## src/rtl/bnn_pkg.sv

```systemverilog
// Shared types for the MNIST BNN: state bus encoding, class width, frame size.
package bnn_pkg;

  localparam int CLASS_W    = 4;
  localparam int NUM_PIXELS = 784;
  localparam int STATE_W    = 3;

  typedef enum logic [STATE_W-1:0] {
    ST_IDLE = 3'b000,
    ST_LOAD = 3'b001,
    ST_L1   = 3'b010,
    ST_L2   = 3'b011,
    ST_L3   = 3'b100,
    ST_DONE = 3'b101,
    ST_ERR  = 3'b110
  } state_e;

  function automatic logic is_layer(state_e s);
    return s inside {ST_L1, ST_L2, ST_L3};
  endfunction

  function automatic logic is_busy(state_e s);
    return s inside {ST_LOAD, ST_L1, ST_L2, ST_L3};
  endfunction

endpackage

```

## src/rtl/bnn_sequencer_if.sv

```systemverilog
// Host pins, downstream handshakes and status outputs of the BNN sequencer.
interface bnn_sequencer_if;
  import bnn_pkg::*;

  logic               start_pin;
  logic               pixel_pin;
  logic               load_done;
  logic               layer_done;
  logic [CLASS_W-1:0] class_in;

  state_e             state;
  logic               pixel_out;
  logic               frame_clr;
  logic               busy;
  logic               result_valid;
  logic [CLASS_W-1:0] result;
  logic               error;

  modport master (
    output start_pin, pixel_pin, load_done, layer_done, class_in,
    input  state, pixel_out, frame_clr, busy, result_valid, result, error
  );

  modport slave (
    input  start_pin, pixel_pin, load_done, layer_done, class_in,
    output state, pixel_out, frame_clr, busy, result_valid, result, error
  );

endinterface

```

## src/rtl/bnn_sequencer_pin_sync.sv

```systemverilog
// N-stage flop synchroniser for one asynchronous host pin, synchronous reset.
module pin_sync #(
  parameter int STAGES = 2
) (
  input  logic clk,
  input  logic reset,
  input  logic d,
  output logic q
);

  logic [STAGES-1:0] sync_q, sync_d;

  always_comb sync_d = {sync_q[STAGES-2:0], d};

  always_ff @(posedge clk) begin
    if (reset) sync_q <= '0;
    else       sync_q <= sync_d;
  end

  assign q = sync_q[STAGES-1];

endmodule

```

## src/rtl/bnn_sequencer.sv

```systemverilog
// Frame sequencer IDLE->LOAD->L1->L2->L3->DONE with pin synchronisers.
// Define BNN_WATCHDOG_EN to add the per-layer timeout and the ERR state.
module bnn_sequencer
  import bnn_pkg::*;
#(
  parameter int SYNC_STAGES = 2,
  parameter int WDOG_CYCLES = 4096
) (
  input  logic           clk,
  input  logic           reset,
  bnn_sequencer_if.slave bus
);

  localparam int                FILL_W    = $clog2(SYNC_STAGES + 1);
  localparam logic [FILL_W-1:0] FILL_FULL = FILL_W'(SYNC_STAGES);

  generate
    if (SYNC_STAGES < 2 || WDOG_CYCLES < 2) begin : g_param_check
      $error("bnn_sequencer: SYNC_STAGES and WDOG_CYCLES must be >= 2");
    end
  endgenerate

  logic               start_s, data_s;
  logic               start_q, start_d;
  logic               pixel_q, pixel_d;
  logic               armed_q, armed_d;
  logic [FILL_W-1:0]  fill_q, fill_d;
  state_e             state_q, state_d;
  logic [CLASS_W-1:0] result_q, result_d;
  logic               busy_q, busy_d;
  logic               valid_q, valid_d;
  logic               start_rise, frame_clr;

`ifdef BNN_WATCHDOG_EN
  localparam logic [15:0] WDOG_LIMIT = 16'(WDOG_CYCLES - 1);
  logic [15:0] wdog_q, wdog_d;
  logic        error_q, error_d;
`endif

  pin_sync #(.STAGES(SYNC_STAGES)) u_start_sync (
    .clk   (clk),
    .reset (reset),
    .d     (bus.start_pin),
    .q     (start_s)
  );

  pin_sync #(.STAGES(SYNC_STAGES)) u_data_sync (
    .clk   (clk),
    .reset (reset),
    .d     (bus.pixel_pin),
    .q     (data_s)
  );

  // A start level held through reset must not look like a fresh rising edge:
  // edges are accepted only after start_s has been seen low with the
  // synchroniser refilled from post-reset samples.
  always_comb begin
    start_d = start_s;
    pixel_d = data_s;
    fill_d  = (fill_q == FILL_FULL) ? fill_q : fill_q + 1'b1;
    armed_d = armed_q | ((fill_q == FILL_FULL) & ~start_s);
  end

  assign start_rise = start_s & ~start_q & armed_q;

  always_comb begin
    // NOTE: every always_comb output gets a default first so no path can infer a latch.
    state_d   = state_q;
    result_d  = result_q;
    frame_clr = 1'b0;

    case (state_q)
      ST_IDLE, ST_DONE, ST_ERR: begin
        if (start_rise) begin
          frame_clr = 1'b1;
          state_d   = ST_LOAD;
        end
      end
      ST_LOAD: if (bus.load_done)  state_d = ST_L1;
      ST_L1:   if (bus.layer_done) state_d = ST_L2;
      ST_L2:   if (bus.layer_done) state_d = ST_L3;
      ST_L3: begin
        if (bus.layer_done) begin
          result_d = bus.class_in;
          state_d  = ST_DONE;
        end
      end
      default: state_d = ST_IDLE;
    endcase

`ifdef BNN_WATCHDOG_EN
    if (is_layer(state_q) && !bus.layer_done && wdog_q == WDOG_LIMIT) state_d = ST_ERR;
    wdog_d  = (state_d != state_q || !is_layer(state_q)) ? '0 : wdog_q + 16'd1;
    error_d = (state_d == ST_ERR);
`endif

    busy_d  = is_busy(state_d);
    valid_d = (state_d == ST_DONE);
  end

  always_ff @(posedge clk) begin
    // NOTE: sequential state uses non-blocking assignments only, so every flop samples pre-edge values.
    if (reset) begin
      start_q  <= 1'b0;
      pixel_q  <= 1'b0;
      armed_q  <= 1'b0;
      fill_q   <= '0;
      state_q  <= ST_IDLE;
      result_q <= '0;
      busy_q   <= 1'b0;
      valid_q  <= 1'b0;
`ifdef BNN_WATCHDOG_EN
      wdog_q   <= '0;
      error_q  <= 1'b0;
`endif
    end else begin
      start_q  <= start_d;
      pixel_q  <= pixel_d;
      armed_q  <= armed_d;
      fill_q   <= fill_d;
      state_q  <= state_d;
      result_q <= result_d;
      busy_q   <= busy_d;
      valid_q  <= valid_d;
`ifdef BNN_WATCHDOG_EN
      wdog_q   <= wdog_d;
      error_q  <= error_d;
`endif
    end
  end

  assign bus.state        = state_q;
  assign bus.pixel_out    = pixel_q;
  assign bus.frame_clr    = frame_clr;
  assign bus.busy         = busy_q;
  assign bus.result_valid = valid_q;
  assign bus.result       = result_q;
`ifdef BNN_WATCHDOG_EN
  assign bus.error        = error_q;
`else
  assign bus.error        = 1'b0;
`endif

endmodule

```

## src/flat_wrapper.sv

```systemverilog
// flat-port wrapper written by rule: the top's interface ports become plain ports
module bnn_sequencer_flat import bnn_pkg::*;
#(
  parameter int SYNC_STAGES = 2,
  parameter int WDOG_CYCLES = 4096
)
  (clk, reset, bus_start_pin, bus_pixel_pin, bus_load_done, bus_layer_done, bus_class_in, bus_state, bus_pixel_out, bus_frame_clr, bus_busy, bus_result_valid, bus_result, bus_error);
  bnn_sequencer_if bus_i ();
  input  logic clk;
  input  logic reset;
  input wire logic [$bits(bus_i.start_pin)-1:0] bus_start_pin;
  input wire logic [$bits(bus_i.pixel_pin)-1:0] bus_pixel_pin;
  input wire logic [$bits(bus_i.load_done)-1:0] bus_load_done;
  input wire logic [$bits(bus_i.layer_done)-1:0] bus_layer_done;
  input wire logic [$bits(bus_i.class_in)-1:0] bus_class_in;
  output wire logic [$bits(bus_i.state)-1:0] bus_state;
  output wire logic [$bits(bus_i.pixel_out)-1:0] bus_pixel_out;
  output wire logic [$bits(bus_i.frame_clr)-1:0] bus_frame_clr;
  output wire logic [$bits(bus_i.busy)-1:0] bus_busy;
  output wire logic [$bits(bus_i.result_valid)-1:0] bus_result_valid;
  output wire logic [$bits(bus_i.result)-1:0] bus_result;
  output wire logic [$bits(bus_i.error)-1:0] bus_error;
  assign bus_i.start_pin = bus_start_pin;
  assign bus_i.pixel_pin = bus_pixel_pin;
  assign bus_i.load_done = bus_load_done;
  assign bus_i.layer_done = bus_layer_done;
  assign bus_i.class_in = bus_class_in;
  assign bus_state = bus_i.state;
  assign bus_pixel_out = bus_i.pixel_out;
  assign bus_frame_clr = bus_i.frame_clr;
  assign bus_busy = bus_i.busy;
  assign bus_result_valid = bus_i.result_valid;
  assign bus_result = bus_i.result;
  assign bus_error = bus_i.error;
  bnn_sequencer #(.SYNC_STAGES(SYNC_STAGES), .WDOG_CYCLES(WDOG_CYCLES)) u_core (.clk(clk), .reset(reset), .bus(bus_i));
endmodule
```

## config.mk

```make
export PLATFORM = sky130hd
export DESIGN_NAME = bnn_sequencer_flat
export DESIGN_NICKNAME = d
export VERILOG_FILES = /design/src/rtl/bnn_pkg.sv /design/src/rtl/bnn_sequencer_if.sv /design/src/rtl/bnn_sequencer_pin_sync.sv /design/src/rtl/bnn_sequencer.sv /design/src/flat_wrapper.sv
export SDC_FILE = /design/constraint.sdc
export NUM_CORES = 1
export LEC_CHECK = 0
export ABC_CLOCK_PERIOD_IN_PS = 1300
export BUFFER_PORTS_ARGS = -buffer_cell sky130_fd_sc_hd__buf_2
export CORE_MARGIN = 5
export CORE_UTILIZATION = 52
export CTS_BUF_LIST = sky130_fd_sc_hd__clkbuf_8
export DETAILED_ROUTE_END_ITERATION = 8
export MAX_ROUTING_LAYER = met4
export PLACE_DENSITY = 0.8
export SLEW_MARGIN = 20
export SYNTH_ARGS = -nofsm -noshare
export SYNTH_HDL_FRONTEND = slang
export SYNTH_SLANG_ARGS = --single-unit
```

## constraint.sdc

```tcl
create_clock -name clk -period 1.3 [get_ports clk]
set_input_delay 0.065 -clock clk [delete_from_list [all_inputs] [get_ports clk]]
set_output_delay 0.065 -clock clk [all_outputs]
set_load 0.01 [all_outputs]
```

* Yosys cells after proc, flatten, opt, wreduce, memory -nomap -nowiden
Index checks and enable logic that the tools add are counted.
** Word-level totals
- Register bits :: 18
- Bits in latches :: 0
- Memory bits (writable) :: 0
- Bits in read-only memories :: 0
- Output and inout bits :: 12
- Logic and storage cells :: 41
- Memories :: 0
** Operators by class
- Add/sub/neg operators :: 1
- Multiply operators :: 0
- Div/mod/pow operators :: 0
- $lt $le $gt $ge :: 0
- Equal/unequal tests :: 12
- Shift-type cells :: 0
- Mux-type cells :: 8
- Bitwise gates (word level) :: 6
- Reduce and logical (&&, ||, !) cells :: 4
** Operators with widths (count)
- $eq 3x3->1 const B :: 5
- $mux 3 :: 5
- $pmux 3 s5 :: 1
- $eq 3x2->1 const B :: 4
- $eq 3x1->1 const B :: 2
- $reduce_bool 4->1 :: 1
- $and 1x1->1 :: 3
- $logic_not 3->1 :: 1
- $reduce_or 3->1 :: 1
- $add 2x1->2 const B :: 1
- $eq 2x2->1 const B :: 1
- $mux 1 :: 2
- $not 1->1 :: 2
- $reduce_and 2->1 :: 1
- $or 1x1->1 :: 1

* Logic depth before layout (Yosys ltp)
Gate-level depths: netlist of run 1.
- Word-level depth :: 7
- Gate-level depth with buffers :: 5

* Modules after synthesis
A second synthesis of run 1 with hierarchy kept.
** Unflattened totals
- Cells, all modules :: 82
- Area, all modules :: 779.5 µm²
** Modules (own cells, without submodules)
- bnn_sequencer :: instances 1, cells each 74, area each 674.4 µm², seq. area each 280.3 µm²
- pin_sync :: instances 2, cells each 4, area each 52.6 µm², seq. area each 40.0 µm²

* Worst setup path after synthesis of run 1
Ideal clock, no wire load.
- Path type :: register -> register
- Start :: register u_core.state_q[1], in the netlist u_core.bus.state[1]
- End :: register u_core.state_q[0], in the netlist u_core.bus.state[0]
- Setup time :: 0.119 ns
- Data arrival time :: 1.041 ns
- Required time :: 1.181 ns
- Setup slack :: 0.140 ns
- Cell stages (with the launch flop) :: 5
- Buffers on the path :: 1
- Period minus slack after synthesis :: 1.160 ns
- Cells stage by stage :: dfxtp_1 buf_2 nor3_1 a21oi_1 o221a_2
** Between the ends
- Longest elaborated chain between the ends :: 3
- Elaborated cells on any way between the ends :: 9
** Ends and longest elaborated chain
- start, declared :: RTL line bnn_sequencer.sv:28 : state_e state_q, state_d;
- start signal, assigned :: RTL line bnn_sequencer.sv:121 : state_q <= state_d;
- $eq 3x3->1 or $logic_not 3->1 (tied branches) :: RTL line bnn_sequencer.sv:72 : case (state_q)
- $reduce_or 3->1 :: RTL line bnn_sequencer.sv:72
- $pmux 3 s5 * :: RTL line bnn_sequencer.sv:72
Mark *: on every way between the ends. The rest lies on a longest branch, timed or not.
A chain may end at the register's enable or synchronous reset.

* Worst setup path after layout of run 1
- Start :: register u_core.state_q[1], in the netlist u_core.bus.state[1]
- End :: output port bus_frame_clr
** Between the ends
- Longest elaborated chain between the ends :: 3
- Elaborated cells on any way between the ends :: 5
** Ends and longest elaborated chain
- $eq 3x3->1 or $logic_not 3->1 (tied branches) :: RTL line bnn_sequencer.sv:72
- $reduce_or 3->1 * :: RTL line bnn_sequencer.sv:72
- $mux 1 * :: RTL line bnn_sequencer.sv:72
- end, declared :: RTL line flat_wrapper.sv:18 : output wire logic [$bits(bus_i.frame_clr)-1:0] bus_frame_clr;
Marks and branches as above.

==> results.py, run 1 <==
metrics = {
    "die": {
        "initial_core_util_pct": 56.8,
        "rows": 13,
        "num_io_pins": 22,
        "floorplan.die_area_mm2": 0.00232,
        "die_x_um": 48.2,
        "die_y_um": 48.2,
        "coreArea_mm2": 0.00133,
    },
    "logic_synthesis": {
        "muxShareOfSynthArea_pct": 5.29,
        "synth_cell_types": 29,
        "synth_compound_area_share_pct": 14.7,
        "synthAdderAreaFrac_pct": 1.65,
        "seq_area_frac_synth_pct": 47.6,
        "netlist_area_um2": 757,
        "synth_cells": 80,
        "syn_nets": 91,
        "ys_seq_elements": 18,
        "yosys_warnings": 0,
        "synth_top_family_by_area": "simple AND/OR/NAND/NOR gates",
        "synth-simple-area-share_pct": 21.0,
        "syn_avg_cell_area_um2": 9.46,
        "synth-xor-area-share_pct": 2.31,
    },
    "clock_tree": {
        "cts_hold_buf": 0,
        "cts_buffer_depth": 2,
        "clk_latency_ps": 250,
        "htree_levels": 1,
        "clkTransAtPathRegs_ps": 70,
        "cts_made_buffers": 3,
        "clkSinkCount": 18,
        "cts-root-buf": "clkbuf_8",
        "cts_tree": "yes",
    },
    "global_routing": {
        "grt_pass1_vias": 607,
        "grt_pass1_wl_mm": 2.70,
        "antenna_found_initial": 0,
        "grt_max_degree": 18,
        "overflow": 0,
        "grt_usage_pct": 17.9,
    },
    "setup_path": {
        "required_ps": 1240,
        "cp_slowest_cell": "dfxtp_2",
        "cp.arrival_ps": 1240,
        "critical_path_class": "reg2out",
        "start_kind": "flop",
        "endpoint_kind": "primary output",
        "cp_num_buf_inv": 2,
        "critical_path.top_delay_family": "flip-flops",
        "crit_path_max_incr_delay_ps": 320,
        "crit_path_cell_trace": "buf_6 > xor2_1 > o21a_1 > nor2_1 > buf_2",
        "crit_path_max_fanout": 5,
    },
    "finish": {
        "final_cell_mix": "buf_2 (20), dfxtp_1 (15), nor2_1 (12)",
        "fillers": 97,
        "syn2layout_area_growth_pct": 30.1,
        "layout.nets": 120,
        "fin_util_pct": 73.8,
        "drive_gt1_share_pct": 36.1,
        "final_common_cell": "buf_2",
        "diodes": 0,
    },
    "hold_path": {
        "min_path_type": "in2reg",
    },
    "route": {
        "vias": 654,
        "routed.top_layer": "met4",
        "first_iter_violations": 14,
        "wl_met1_um": 749,
        "first_pass_iters": 4,
        "post_drt_via_cell_ratio": 5.32,
        "wl_met3_um": 146,
        "post-route-drc-count": 0,
        "ant_nets": 0,
        "wl_met2_um": 740,
        "finalWirelength_mm": 1.69,
        "detail_route.wl_per_cell_um": 13.7,
    },
    "timing": {
        "post-route-period-util_pct": 100,
        "setup_slack_ps": -6.33,
        "finalSetupViolations": 1,
        "rsz0062_at_grt": "yes",
        "fmax_mhz": 766,
        "fin_crit_ps": 1310,
        "hold_viol": 0,
        "finClkSkew_ps": 1.81,
        "slew_viol_final": 0,
    },
    "power": {
        "power_density_mw_per_mm2": 2030,
        "ir_drop_uv": 1280,
        "p_leak_nw": 0.461,
    },
    "outcome": {
        "status": "complete, but fails checks",
        "violations": "setup timing",
    },
    "placement": {
        "dp_slack_ps": 85.7,
        "gp_congestion": 0.812,
        "portBuffers": 20,
        "dpl.hpwl_mm": 1.05,
    },
    "job": {
        "max_cap_viol_count": 0,
    },
}
cell families after synthesis:
kind of cell               count (synthesis)
AOI/OAI and AO/OA                         16
xor gates and xnor gates                   2
adders and majority gates                  1
buffers and inverters                     10
DFF                                       18
muxes                                      4
other                                      1
and+or+nand+nor                           28
worst reg2reg max path, cell delays in order (launching register included):
cell      delay (ps)
dfxtp_2          340
buf_4            110
and4bb_1         370
a31oi_1           80
and4b_1          210
state kept, by name (all words and copies together), names as in the netlist:
signal,count
u_core.u_start_sync.sync_q,2
u_core.bus.result_valid,1
u_core.bus.result,4
u_core.bus.pixel_out,1
u_core.u_data_sync.sync_q,2
u_core.fill_q,2
u_core.armed_q,1
u_core.start_q,1
u_core.bus.busy,1
u_core.bus.state,3
routing by layer:
layer  track usage, %  vias to the layer above
met5                -                        -
met4             15.1                        0
met3             4.06                        7
met2             24.5                       27
li1                 -                      326
met1             21.9                      294
area by class of cell:
cell class | instances | area (um^2) | area share (%)
Tap cell | 15 | 18.8 | 1.91
Timing Repair Buffer | 30 | 183 | 18.6
Multi-Input combinational cell | 52 | 349 | 35.5
Inverter | 4 | 15.0 | 1.52
Clock buffer | 4 | 55.1 | 5.59
Sequential cell | 18 | 364 | 37.0
stage by stage:
| stage | hold slack (ps) | area (um^2) | power, mW | instances | setup TNS (ps) |
|---|---|---|---|---|---|
| 2_1_floorplan | 137 | 757 | 1.22 | 80 | 0 |
| 3_5_place_dp | 278 | 868 | 1.41 | 113 | 0 |
| 5_1_grt | 15.2 | 985 | 2.14 | 123 | -63.6 |
| 3_3_place_gp | 273 | 868 | 1.39 | 113 | 0 |
| 4_1_cts | 12.3 | 980 | 1.97 | 123 | -16.6 |
| 6_report | 17.5 | 985 | 2.00 | 123 | -6.33 |
Yosys cell counts (all sizes together):
master  instances  area (um^2)
nor2b           5         31.3
nor2           12         45.0
o2111a          1         11.3
buf             5         33.8
o211ai          2         15.0
nand3           1         5.00
and4b           1         10.0
and3b           1         8.76
a211o           1         8.76
nand4b          1         8.76
nand3b          3         22.5
nand2b          1         6.26
mux2i           4         40.0
nand2           1         3.75
a21o            1         7.51
inv             4         15.0
xor2            2         17.5
and4bb          1         12.5
ha              1         12.5
nor3            1         5.00
o221a           1         11.3
dfxtp          18          360
clkbuf          1         3.75
o21a            2         15.0
conb            1         3.75
a21oi           6         30.0
a31oi           2         12.5
worst paths after layout:
kind	start	to	slack, ps	cells past startpoint
worst max-delay path	u_core.bus.state[1]$_SDFF_PP0_	bus_frame_clr	-6	5
worst min-delay path	bus_pixel_pin	u_core.u_data_sync.sync_q[0]$_SDFF_PP0_	20	2
worst max register to register	u_core.bus.state[2]$_SDFF_PP0_	u_core.bus.busy$_SDFF_PP0_	70	4
worst min register to register	u_core.u_data_sync.sync_q[0]$_SDFF_PP0_	u_core.u_data_sync.sync_q[1]$_SDFF_PP0_	440	1
repair_timing:
item | 4_1_cts | 5_1_grt
buffers inserted | 6 | 0
gates resized for setup | 5 | 1
setup endpoints to repair | 1 | 2
report_power, final:
part           internal, mW  switching [mW]
registers             0.669          0.0779
clock network         0.269           0.187
logic                 0.410           0.383
Power figures use the tool's default switching activity.
==> run 2: changes to the inputs <==
Settings changed: ABC_AREA set to 1, CORE_MARGIN 5 to unset.
==> run 2 against run 1 <==
Compared with the run above:
- the flow now finishes without violations
- clock power shrank 2%
- first-iteration DRC count shrank 36%
- total power shrank 34%
- wire length shrank 26%
- critical path depth shrank 1
- count of clock-buffer cells in the layout is the same
- sequential power shrank 15%
- highest routed layer unchanged
==> results.py, run 2 <==
metrics = {
    "die": {
        "die_y_um": 40.4,
        "floorplan.die_area_mm2": 0.00163,
        "die_x_um": 40.4,
        "coreArea_mm2": 0.00133,
        "rows": 13,
        "num_io_pins": 22,
        "initial_core_util_pct": 57.6,
    },
    "logic_synthesis": {
        "yosys_warnings": 0,
        "synth_commonest_cells": "dfxtp_1 (18), inv_1 (18), nand2_1 (17)",
        "yosysTopAreaCell": "dfxtp_1",
        "netlist_area_um2": 768,
        "synth_ff_type": "dfxtp_1",
        "async_flop_share_pct": 0,
        "synth.area.top_cells": "dfxtp_1 (47%), inv_1 (8.8%), nand2_1 (8.3%), nor2_1 (7.3%), a21oi_1 (5.9%)",
        "synth_cells": 105,
        "synth_top_area_share_pct": 46.9,
        "synth_edf_count": 0,
        "syn_avg_cell_area_um2": 7.32,
        "synth_cell_types": 18,
        "ys_seq_elements": 18,
        "seq_area_frac_synth_pct": 46.9,
        "syn_nets": 116,
    },
    "timing": {
        "post-route-period-util_pct": 93.7,
        "setup-tns-final_ps": 0,
        "hold_viol": 0,
        "fin_crit_ps": 1220,
        "slew_viol_final": 0,
        "finalSetupViolations": 0,
        "rsz0062_at_grt": "no",
        "setup_slack_ps": 82.3,
        "finClkSkew_ps": 6.65,
        "fmax_mhz": 821,
        "holdWs_ps": 14.4,
    },
    "route": {
        "finalWirelength_mm": 1.25,
        "first_pass_iters": 5,
        "ant_nets": 0,
        "first_iter_violations": 9,
        "detail_route.wl_per_cell_um": 8.65,
        "post_drt_via_cell_ratio": 4.57,
        "vias": 658,
        "post-route-drc-count": 0,
    },
    "placement": {
        "placed_cell_area_um2": 891,
        "gp_congestion": 0.719,
        "dp_slack_ps": 82.7,
        "dpl.hpwl_um": 963,
        "portBuffers": 20,
    },
    "clock_tree": {
        "cts_hold_buf": 0,
        "cts_setup_buffers": 0,
        "cts-root-buf": "clkbuf_8",
        "cts_made_buffers": 3,
        "htree_levels": 1,
        "clkSinkCount": 18,
        "cts_buffer_depth": 2,
        "clk_latency_ps": 260,
        "cts_tree": "yes",
        "cts_resized": 0,
        "clkTransAtPathRegs_ps": 70,
    },
    "finish": {
        "syn2layout_area_growth_pct": 23.9,
        "largest_reg_flops": 4,
        "fin_util_pct": 71.4,
        "final_common_cell": "buf_2",
        "fillers": 112,
        "diodes": 0,
        "fin_area_um2": 952,
        "layout.nets": 141,
        "final_cell_mix": "buf_2 (20), inv_1 (18), nand2_1 (17)",
        "drive_gt1_share_pct": 33.3,
    },
    "global_routing": {
        "grt_usage_pct": 18.2,
        "overflow": 0,
        "met3_usage_pct": 10.0,
        "grt_busiest_layer": "met2",
        "grt_pass1_wl_mm": 1.83,
        "grt_use_met1_pct": 20.6,
        "antenna_found_initial": 0,
        "grt_pass1_vias": 476,
        "grt_max_degree": 15,
        "met2_usage_pct": 27.4,
    },
    "setup_path": {
        "required_ps": 1240,
        "crit_path_max_incr_delay_ps": 340,
        "endpoint_kind": "primary output",
        "cp.arrival_ps": 1150,
        "crit_path_cell_trace": "nor2_2 > nand2_1 > a21oi_1 > buf_2",
        "start_kind": "flop",
        "critical_path_class": "reg2out",
        "critical_path.top_delay_family": "flip-flops",
        "crit_path_max_fanout": 5,
        "cp_slowest_cell": "dfxtp_2",
        "cp_num_buf_inv": 1,
    },
    "power": {
        "power_density_mw_per_mm2": 1380,
        "ir_drop_uv": 960,
        "p_leak_nw": 0.509,
    },
    "job": {
        "max_cap_viol_count": 0,
    },
    "outcome": {
        "status": "finished clean",
    },
    "hold_path": {
        "min_path_type": "in2reg",
    },
}
## run 2: changes by cell type after synthesis, sizes merged, moves of 3 or more
cell    previous run  this run
nor2b              5         0
inv                4        20
nand2              1        20
o21ai              0         3
nand3              1        10
nand3b             3         0
buf                5         1
mux2i              4         0
nor2              12        20
a21oi              6         9
## run 2: per-stage QoR
step,power (mW),instances
after global routing,1.39,144
final,1.31,144
after CTS,1.32,144
after global placement,0.864,140
after detailed placement,0.873,140
after floorplan,0.814,105
## run 2: final cells by class
class | count | area, um^2 | area share [%]
flip-flops and latches | 18 | 364 | 38.2
multi-input cells | 65 | 324 | 34.0
repair buffers | 22 | 115 | 12.1
inverters | 20 | 75.1 | 7.88
clock buffers | 4 | 55.1 | 5.78
well taps | 15 | 18.8 | 1.97
## run 2: worst paths after layout
path	from	endpoint	slack, ps	cells past startpoint
worst max-delay path	u_core.bus.state[0]$_SDFF_PP0_	bus_frame_clr	80	4
worst min register to register	u_core.u_start_sync.sync_q[0]$_SDFF_PP0_	u_core.u_start_sync.sync_q[1]$_SDFF_PP0_	410	2
worst max register to register	u_core.bus.state[0]$_SDFF_PP0_	u_core.bus.busy$_SDFF_PP0_	130	8
worst min-delay path	bus_pixel_pin	u_core.u_data_sync.sync_q[0]$_SDFF_PP0_	10	3
## run 2: cell families after synthesis
group,synth area share [%]
simple gates,31.4
buf+inv,11.2
flops,46.9
compound gates,8.31
fa+ha+maj,1.63
other cells,0.488
## run 2: where the power goes
part           leakage [nW]  total, mW  switching (mW)  internal (mW)
logic                 0.332      0.224           0.133         0.0903
registers             0.148      0.638          0.0302          0.608
clock network        0.0288      0.449           0.180          0.269
## run 2: per-layer routing
metal	share of wire, %	wire length, um
met1	50	621
met4	1.0	13
met2	44	550
met3	4.8	60
met5	0	0
## run 2: worst reg2reg max path: stages, from the launching register on
cell	delay (ps)
dfxtp_2	340
nor2_2	160
inv_2	60
nand3_2	80
nand2_1	50
nand2_1	100
nand3_2	90
nor2_1	130
nor2_2	50
